<file path="src/rtl/lsu_pkg.sv">
// Shared definitions for the load/store unit.
//   state_t   : FSM state encoding
//   F3_*      : funct3 access size/sign codes
//   f3_legal  : funct3 legality for a load or a store
package lsu_pkg;

  typedef enum logic [1:0] {IDLE, REQ, WAIT_RSP, DONE} state_t;

  localparam logic [2:0] F3_B  = 3'b000;
  localparam logic [2:0] F3_H  = 3'b001;
  localparam logic [2:0] F3_W  = 3'b010;
  localparam logic [2:0] F3_BU = 3'b100;
  localparam logic [2:0] F3_HU = 3'b101;

  function automatic logic f3_legal(input logic [2:0] f3, input logic st);
    if (st) f3_legal = (f3 == F3_B) || (f3 == F3_H) || (f3 == F3_W);
    else    f3_legal = (f3 == F3_B) || (f3 == F3_H) || (f3 == F3_W) ||
                       (f3 == F3_BU) || (f3 == F3_HU);
  endfunction

endpackage

</file>
<file path="src/rtl/lsu_align.sv">
// Byte-lane datapath for the load/store unit (purely combinational).
//   f3, off          : live funct3 / addr[1:0] -> misalign
//   lf3, loff, lwe   : latched funct3 / addr[1:0] / write flag
//   sdata -> wstrb, wdata : lane-replicated store data and byte enables
//   rdata -> lext         : shifted and sign/zero-extended load result
module lsu_align
  import lsu_pkg::*;
(
  input  logic [2:0]  f3,
  input  logic [1:0]  off,
  output logic        misalign,
  input  logic [2:0]  lf3,
  input  logic [1:0]  loff,
  input  logic        lwe,
  input  logic [31:0] sdata,
  output logic [3:0]  wstrb,
  output logic [31:0] wdata,
  input  logic [31:0] rdata,
  output logic [31:0] lext
);

  logic [31:0] lane;

  always_comb begin
    misalign = 1'b0;
    case (f3)
      F3_W:       misalign = |off;
      F3_H, F3_HU: misalign = off[0];
      default:    misalign = 1'b0;
    endcase
  end

  // Loads never assert byte enables; wdata is don't-care for them.
  always_comb begin
    wstrb = 4'b0000;
    wdata = sdata;
    if (lwe) begin
      case (lf3)
        F3_B: begin
          wstrb = 4'b0001 << loff;
          wdata = {4{sdata[7:0]}};
        end
        F3_H: begin
          wstrb = 4'b0011 << loff;
          wdata = {2{sdata[15:0]}};
        end
        default: begin
          wstrb = 4'b1111;
          wdata = sdata;
        end
      endcase
    end
  end

  always_comb begin
    lane = rdata >> {loff, 3'b000};
    case (lf3)
      F3_B:    lext = {{24{lane[7]}}, lane[7:0]};
      F3_H:    lext = {{16{lane[15]}}, lane[15:0]};
      F3_BU:   lext = {24'd0, lane[7:0]};
      F3_HU:   lext = {16'd0, lane[15:0]};
      default: lext = lane;
    endcase
  end

endmodule

</file>
<file path="src/rtl/load_store_unit.sv">
// Load/store unit: turns a CPU load/store into a single valid/ready memory
// request, waits for read data, and returns the extended load result.
//   clk, rst_n (sync, active-low)
//   mem_read, mem_write, funct3, ALUresult, store_data : CPU request
//   lsu_stall, load_data, misaligned, access_fault     : CPU status
//   dmem_req_* / dmem_we / dmem_addr / dmem_wdata / dmem_wstrb : request
//   dmem_rsp_valid, dmem_rdata                          : read response
module load_store_unit
  import lsu_pkg::*;
#(
  parameter int TIMEOUT_CYCLES = 255
) (
  input  logic        clk,
  input  logic        rst_n,
  input  logic        mem_read,
  input  logic        mem_write,
  input  logic [2:0]  funct3,
  input  logic [31:0] ALUresult,
  input  logic [31:0] store_data,
  output logic        lsu_stall,
  output logic [31:0] load_data,
  output logic        misaligned,
  output logic        access_fault,
  output logic        dmem_req_valid,
  input  logic        dmem_req_ready,
  output logic        dmem_we,
  output logic [31:0] dmem_addr,
  output logic [31:0] dmem_wdata,
  output logic [3:0]  dmem_wstrb,
  input  logic        dmem_rsp_valid,
  input  logic [31:0] dmem_rdata
);

  localparam int CW = $clog2(TIMEOUT_CYCLES + 1);
  localparam logic [CW-1:0] TO_LAST = CW'(TIMEOUT_CYCLES - 1);

  state_t      state;
  logic [CW-1:0] cnt;
  logic [31:0] addr_q, sd_q, ld_q;
  logic [2:0]  f3_q;
  logic        we_q, fault_q;

  logic        idle, active, illegal, misal, launch;
  logic [3:0]  wstrb;
  logic [31:0] wdata, lext;

  lsu_align u_align (
    .f3(funct3), .off(ALUresult[1:0]), .misalign(misal),
    .lf3(f3_q), .loff(addr_q[1:0]), .lwe(we_q),
    .sdata(sd_q), .wstrb(wstrb), .wdata(wdata),
    .rdata(dmem_rdata), .lext(lext)
  );

  assign idle    = (state == IDLE);
  assign active  = mem_read | mem_write;
  assign illegal = active & ((mem_read & mem_write) | !f3_legal(funct3, mem_write));
  assign launch  = idle & active & !illegal & !misal;

  // Outputs forced low while rst_n is asserted, even before the reset edge.
  assign lsu_stall      = rst_n & (launch | (state == REQ) | (state == WAIT_RSP));
  assign misaligned     = rst_n & idle & active & !illegal & misal;
  assign access_fault   = rst_n & ((idle & illegal) | fault_q);
  assign dmem_req_valid = rst_n & (state == REQ);
  assign dmem_we        = rst_n & we_q;
  assign dmem_addr      = rst_n ? {addr_q[31:2], 2'b00} : 32'd0;
  assign dmem_wdata     = rst_n ? wdata : 32'd0;
  assign dmem_wstrb     = rst_n ? wstrb : 4'd0;
  assign load_data      = ld_q;

  always_ff @(posedge clk) begin
    if (!rst_n) begin
      state   <= IDLE;
      cnt     <= '0;
      addr_q  <= '0;
      sd_q    <= '0;
      f3_q    <= '0;
      we_q    <= 1'b0;
      ld_q    <= '0;
      fault_q <= 1'b0;
    end else begin
      fault_q <= 1'b0;
      case (state)
        IDLE: if (launch) begin
          addr_q <= ALUresult;
          sd_q   <= store_data;
          f3_q   <= funct3;
          we_q   <= mem_write;
          cnt    <= '0;
          state  <= REQ;
        end
        // A load accepted on the last allowed cycle has no room left for its
        // response, so it times out instead of entering WAIT_RSP.
        REQ: begin
          cnt <= cnt + 1'b1;
          if (dmem_req_ready && we_q) state <= DONE;
          else if (cnt == TO_LAST) begin
            fault_q <= 1'b1;
            ld_q    <= '0;
            state   <= DONE;
          end else if (dmem_req_ready) state <= WAIT_RSP;
        end
        WAIT_RSP: begin
          cnt <= cnt + 1'b1;
          if (dmem_rsp_valid) begin
            ld_q  <= lext;
            state <= DONE;
          end else if (cnt == TO_LAST) begin
            fault_q <= 1'b1;
            ld_q    <= '0;
            state   <= DONE;
          end
        end
        default: state <= IDLE;
      endcase
    end
  end

endmodule

</file>
<file path="config.mk">
export PLATFORM = sky130hd
export DESIGN_NAME = load_store_unit
export DESIGN_NICKNAME = d
export VERILOG_FILES = /design/src/rtl/lsu_pkg.sv /design/src/rtl/lsu_align.sv /design/src/rtl/load_store_unit.sv
export SDC_FILE = /design/constraint.sdc
export NUM_CORES = 1
export LEC_CHECK = 0
export CORE_ASPECT_RATIO = 1.1
export CORE_MARGIN = 2
export CORE_UTILIZATION = 44
export CTS_CLUSTER_SIZE = 16
export DETAILED_ROUTE_END_ITERATION = 12
export HOLD_SLACK_MARGIN = 0.15
export PLACE_DENSITY_LB_ADDON = 0.15
export SETUP_SLACK_MARGIN = 0.05
export SLEW_MARGIN = 20
export SYNTH_ARGS = -nofsm -noshare
export SYNTH_HDL_FRONTEND = slang
export SYNTH_SLANG_ARGS = --single-unit
</file>
<file path="constraint.sdc">
create_clock -name clk -period 2.6 [get_ports clk]
set_input_delay 0.52 -clock clk [delete_from_list [all_inputs] [get_ports clk]]
set_output_delay 0.52 -clock clk [all_outputs]
set_load 0.02 [all_outputs]
</file>
# --- Word-level counts from Yosys, hierarchy flattened ---
# Index checks and enable logic that the tools add are counted.
totals:
  romBits: 0
  output_inout_bits: 105
  regBits: 111
  latchBits: 0
  mem_bits_rw: 0
  memories: 0
classes:
  n_bitwise: 19
  n_eq_ne: 14
  n_mux: 27
  n_mul: 0
  shift: 3
  n_reduce_logical: 20
  order_cmp: 0
  div: 0
  addsub: 1
ops:
  columns: ["op", "count"]
  rows:
  - ["32-bit 2-to-1 mux", 6]
  - ["32-bit one-hot mux with 2 select lines", 2]
  - ["32-bit one-hot mux with 4 select lines", 1]
  - ["32-bit by 5-bit right shift with 32-bit output", 1]
  - ["8-bit one-hot mux with 2 select lines", 1]
  - ["1-bit AND", 14]
  - ["3-bit equality test, second input constant", 4]
  - ["2-bit 2-to-1 mux", 6]
  - ["8-bit by 1-bit adder with 8-bit output, second input constant", 1]
  - ["8-bit equality test, second input constant", 1]
  - ["4-bit 2-to-1 mux", 2]
  - ["8-bit 2-to-1 mux", 1]
  - ["4-bit one-hot mux with 2 select lines", 1]
  - ["3-bit by 1-bit equality test with 1-bit output, second input constant", 2]
  - ["3-bit zero test", 2]
  - ["2-bit one-hot mux with 3 select lines", 1]
  - ["2-bit AND reduction", 3]
  - ["2-bit OR reduction", 3]
  - ["1-bit bitwise OR", 5]
  - ["1-bit logical OR", 4]
  - ["1-bit 2-to-1 mux", 4]
  - ["4-bit by 2-bit inequality test with 1-bit output, second input constant", 1]
  - ["1-bit one-hot mux with 2 select lines", 2]
  - ["2-bit nonzero test", 2]
  - ["12 further kinds", 14]

# --- Depth between registers and ports, before layout ---
depth:
  depth_word: 15
  ltp_mapped: 9
  ltp_nobuf: 7

# --- By module ---
# Synthesis repeated with hierarchy kept, for this count alone.
hier_totals:
  cells_unflattened: 793
  area_unflattened_um2: 6104.6
modules_own_cells:
  columns: ["mod", "seq_area_each_um2", "cells_each", "n_inst", "area_each_um2"]
  rows:
  - ["load_store_unit", 2222.1, 615, 1, 4879.7]
  - ["lsu_align", 0.0, 178, 1, 1224.9]

# --- Worst setup path after synthesis ---
# OpenSTA, ideal clock, no wires.
synth_path:
  path_type: "register to output"
  from: "register f3_q[2]"
  to: "output port dmem_wdata[27]"
  arrival_ps: 1829
  required_ps: 2080
  n_path_buf: 2
  path_stages_with_launch: 7
  setup_slack_ps: 251
  path_cell_list: "dfxtp_1 -> nor2_1 -> and2_1 -> clkbuf_1 -> clkbuf_1 -> nor2_1 -> a211oi_1"
synth_between:
  elab_chain_len: 4
  elab_cells_between_ends: 5
  classes_between: "1 x eq/ne; 3 x mux; 1 x reduce/logical"
synth_rtl:
  columns: ["item", "line_no", "text"]
  rows:
  - ["from (decl)", "load_store_unit.sv:40", "logic [2:0] f3_q;"]
  - ["from (signal assigned)", "load_store_unit.sv:86", "f3_q <= funct3;"]
  - ["3-bit by 1-bit equality test with 1-bit output or 3-bit zero test (tied branches)", "lsu_align.sv:38", "case (lf3)"]
  - ["32-bit one-hot mux with 2 select lines *", "lsu_align.sv:38", null]
  - ["32-bit 2-to-1 mux *", "lsu_align.sv:37", "if (lwe) begin"]
  - ["32-bit 2-to-1 mux *", "load_store_unit.sv:66", "assign dmem_wdata = rst_n ? wdata : 32'd0;"]
  - ["to (decl)", "load_store_unit.sv:28", "output logic [31:0] dmem_wdata,"]
# Every way passes the cells marked *; elsewhere a longest branch is shown, timed or not.

# --- Worst setup path in the final report ---
layout_path:
  from: "input port ALUresult[0]"
  to: "output port lsu_stall"
layout_between:
  elab_chain_len: 7
layout_rtl:
  columns: ["item", "line_no", "text"]
  rows:
  - ["from (decl)", "load_store_unit.sv:18", "input logic [31:0] ALUresult,"]
  - ["2-bit OR reduction", "lsu_align.sv:27", "F3_W: misalign = |off;"]
  - ["1-bit one-hot mux with 2 select lines *", "lsu_align.sv:26", "case (f3)"]
  - ["1-bit zero test *", "load_store_unit.sv:57", "assign launch = idle & active & !illegal & !misal;"]
  - ["1-bit AND *", "load_store_unit.sv:57", null]
  - ["1-bit bitwise OR * (2 in a row)", "load_store_unit.sv:60", "assign lsu_stall = rst_n & (launch | (state == REQ) | (state == WAIT_RSP));"]
  - ["1-bit AND *", "load_store_unit.sv:60", null]
  - ["to (decl)", "load_store_unit.sv:20", "output logic lsu_stall,"]
# Marks and branches as above.

==> flow_metrics.py <==
metrics = {
    "worst_setup_path": {
        "start_kind": "primary input",
        "crit_top_cell": "nor2_1",
        "crit_buf_inv": 2,
        "worstPathArrival_ps": 1970,
        "cp-startpoint": "ALUresult[0]",
        "r2r-end": "load_data[19]",
        "slowest_delay_ps": 470,
        "critPathCapture": "lsu_stall",
        "rrSetupSlack_ps": 290,
        "worst-path-max-fanout": 3,
        "cp_top_family": "simple AND/OR/NAND/NOR gates",
        "end_kind": "output port",
        "cp_cell_sequence": "clkdlybuf4s50_1 -> and3b_1 -> nor3_4 -> and3_2 -> nor2_1 -> nor2_1 -> clkbuf_2",
        "reg2reg_from": "addr_q[1]",
        "slowest_stage": "clkdlybuf4s50_1",
        "critPathKind": "in2out",
        "reg2reg_depth": 6,
        "cp_num_cells": 7,
        "cp.required_ps": 2080,
    },
    "final_layout": {
        "stdcell_area_um2": 8010,
        "fill_cells": 1080,
        "area_growth_pct": 47.2,
        "final_net_count": 1025,
        "layout-drive-gt1-share": 0.0827,
    },
    "pwr": {
        "clkPwrFrac": 0.274,
        "p_sw_w": 0.00159,
        "combPwrFrac": 0.311,
        "p_seq_frac": 0.415,
        "ir_drop_v": 0.000406,
        "p_leak_nw": 3.29,
        "p_sw_frac": 0.332,
        "p_int_w": 0.00320,
        "cellPowerDensity_nw_per_um2": 598,
    },
    "flow_run": {
        "cap_viol_max_count": 0,
    },
    "placed_design": {
        "hpwl_um": 13200,
        "portBuffers": 207,
        "place_area_um2": 7840,
        "dp_slack_ps": -482,
        "gp_congestion": 0.865,
    },
    "grt": {
        "antenna_found_initial": 1,
        "grt_max_degree": 70,
        "grt_pass1_vias": 5756,
        "grt_pass1_wl_um": 27800,
        "grt_use_total": 0.266,
        "grt-ovfl-total": 0,
    },
    "sta": {
        "finalHoldWorstSlack_ps": 450,
        "fin_crit_sh": 0.958,
        "post-route-min-period_ps": 2490,
        "fmax_mhz": 401,
        "slew_headroom": 0.517,
        "fin_ws_ps": 108,
        "final_max_slew_viol_count": 0,
        "max_slew.worst_pin.slew_ps": 724,
        "setup_viol": 0,
        "clock_skew_ps": 9.23,
        "rsz0062_at_grt": "yes",
        "finalHoldViolations": 0,
    },
    "clocking": {
        "clockBufferDepth": 2,
        "cts_tree": "yes",
        "clkTransAtPathRegs_ps": 70,
        "cts_hold_buf": 0,
        "clkSinkCount": 111,
        "insertion_delay_ps": 360,
        "clockRootBuffer": "clkbuf_16",
        "tritoncts.num_buffers": 9,
        "post_cts_buffers": 0,
        "htree_num_levels": 3,
    },
    "drt": {
        "wire_per_inst_um": 16.4,
        "drt_iter0_markers": 452,
        "final_antenna_net_count": 0,
        "drc": 0,
        "vias_per_cell": 5.44,
        "drt-pass1-iter-count": 5,
        "wl_um": 17600,
        "vias": 5845,
    },
    "logic_synthesis": {
        "ys_types": 51,
        "async_flop_share": 0,
        "synth_ff_type": "dfxtp_1",
        "synthesis.area_um2": 5440,
        "yosys.area.top_type_share": 0.408,
        "avgSynthCellArea_um2": 7.65,
        "synth_edf_count": 0,
        "ys_ff_latch": 111,
        "synth.largest_area_cell": "dfxtp_1",
        "yosysWarningCount": 0,
        "synth_cells": 711,
        "netlist_top_cells_area": "dfxtp_1 41%, nand2_1 13%, a21oi_1 9.5%, and2_1 4.7%, mux2i_1 4.4%",
        "seq_area_frac_synth": 0.408,
    },
    "min_path": {
        "hp-class": "reg2reg",
        "hold_depth": 2,
    },
    "floorplanning": {
        "die_h_um": 121,
        "dieArea_um2": 13300,
        "io_pins": 210,
        "start_util": 0.452,
        "die_w_um": 110,
        "core.rowCount": 42,
        "core_um2": 12000,
    },
    "run_status": {
        "status": "finished clean",
    },
}
==> layout by cell type, fill, tap and decap left out, drive strengths merged, types with 3 or more instances in the layout <==
cell,instances
inv,12
clkbuf,19
nor2,41
a211o,16
mux2i,24
ha,6
o21ai,15
a32oi,7
a22oi,8
a31oi,4
a211oi,9
buf,42
or3,4
o31ai,3
or4,4
a21boi,7
dfxtp,111
and2,41
nor2b,12
a21oi,103
clkdlybuf4s50,131
dlygate4sd2,65
nand2,184
clkinv,3
a221o,8
nand3,9
==> power groups by stage <==
| stage | sequential [W] | combinational [W] | clock (W) |
|---|---|---|---|
| after global placement | 0.00202 | 0.00151 | 0 |
| after global routing | 0.00201 | 0.00163 | 0.00141 |
| after detailed placement | 0.00203 | 0.00154 | 0 |
| final | 0.00199 | 0.00149 | 0.00131 |
| after floorplan | 0.00202 | 0.000846 | 0 |
| after CTS | 0.00199 | 0.00149 | 0.00133 |
==> synth_stat cells (8+ instances only) <==
library cell and n:
and2_1 41, clkbuf_1 33, mux2i_1 24, nor2_1 41, a211oi_1 9, a22oi_1 8, nand2_1 184, inv_1 11
nor2b_1 12, o21ai_0 14, a211o_1 16, nand3_1 9, a21oi_1 103, a221o_1 8, dfxtp_1 111, buf_2 17
==> tightest hold or removal path, delay by kind of cell, from the launching register on <==
| family | cells | cell delay [ps] |
|---|---|---|
| DFF | 1 | 310 |
| and+or+nand+nor | 1 | 50 |
| AOI/OAI and AO/OA | 1 | 50 |
==> area by class of cell <==
class                      count  area [µm²]  area share
tap                          154         193      0.0241
clock buffer                  12         246      0.0308
clock inverter                 4        30.0     0.00375
inverter                      12        46.3     0.00578
multi-input combinational    532        2940       0.367
timing repair buffer         248        2330       0.290
sequential                   111        2220       0.278
antenna                        1        2.50    0.000312
==> flip-flops by register name, summed over array words and instances, names as in the netlist <==
name       cells
fault_q        1
sd_q          32
we_q           1
state          2
addr_q        32
f3_q           3
cnt            8
load_data     32
==> metrics by stage <==
stage	std cells	setup TNS, ps	utilization	total power (W)
after floorplan	712	0	-	0.00287
after global placement	1057	-9320	0.651	0.00352
after detailed placement	1057	-15300	0.651	0.00357
after CTS	1073	-109	0.667	0.00481
after global routing	1074	0	0.666	0.00504
final	1074	0	0.666	0.00479
==> cell families (layout without fill, tap and decap cells) <==
| logic type | Yosys count | count (layout) | share of synthesized area |
|---|---|---|---|
| flip-flops | 111 | 111 | 0.408 |
| buffers and inverters | 69 | 276 | 0.0543 |
| other | 1 | 3 | 0.000689 |
| multiplexers | 25 | 25 | 0.0483 |
| AND/OR/NAND/NOR | 312 | 312 | 0.260 |
| adder cells (fa/ha/maj) | 6 | 6 | 0.0138 |
| AO/OA/AOI/OAI | 187 | 187 | 0.214 |
==> repair_timing <==
item,CTS,global route
resized for setup,82,18
pin swaps,0,1
hold endpoints to repair,0,0
setup endpoints to repair,75,15
==> worst min-delay path by stage <==
stage / start / to / slack [ps]
floorplan: addr_q[10] / addr_q[10] / 430
global placement: addr_q[21] / addr_q[21] / 440
detailed placement: addr_q[21] / addr_q[21] / 440
CTS: addr_q[21] / addr_q[21] / 450
global route: addr_q[28] / addr_q[28] / 480
finish: addr_q[21] / addr_q[21] / 450
==> layer usage <==
layer	GRT usage	routed length [µm]
met5	0	0
met3	0.0528	1220
met4	0.112	543
met2	0.446	8480
met1	0.327	7330
No activity file was read; power rests on OpenSTA's default activity.
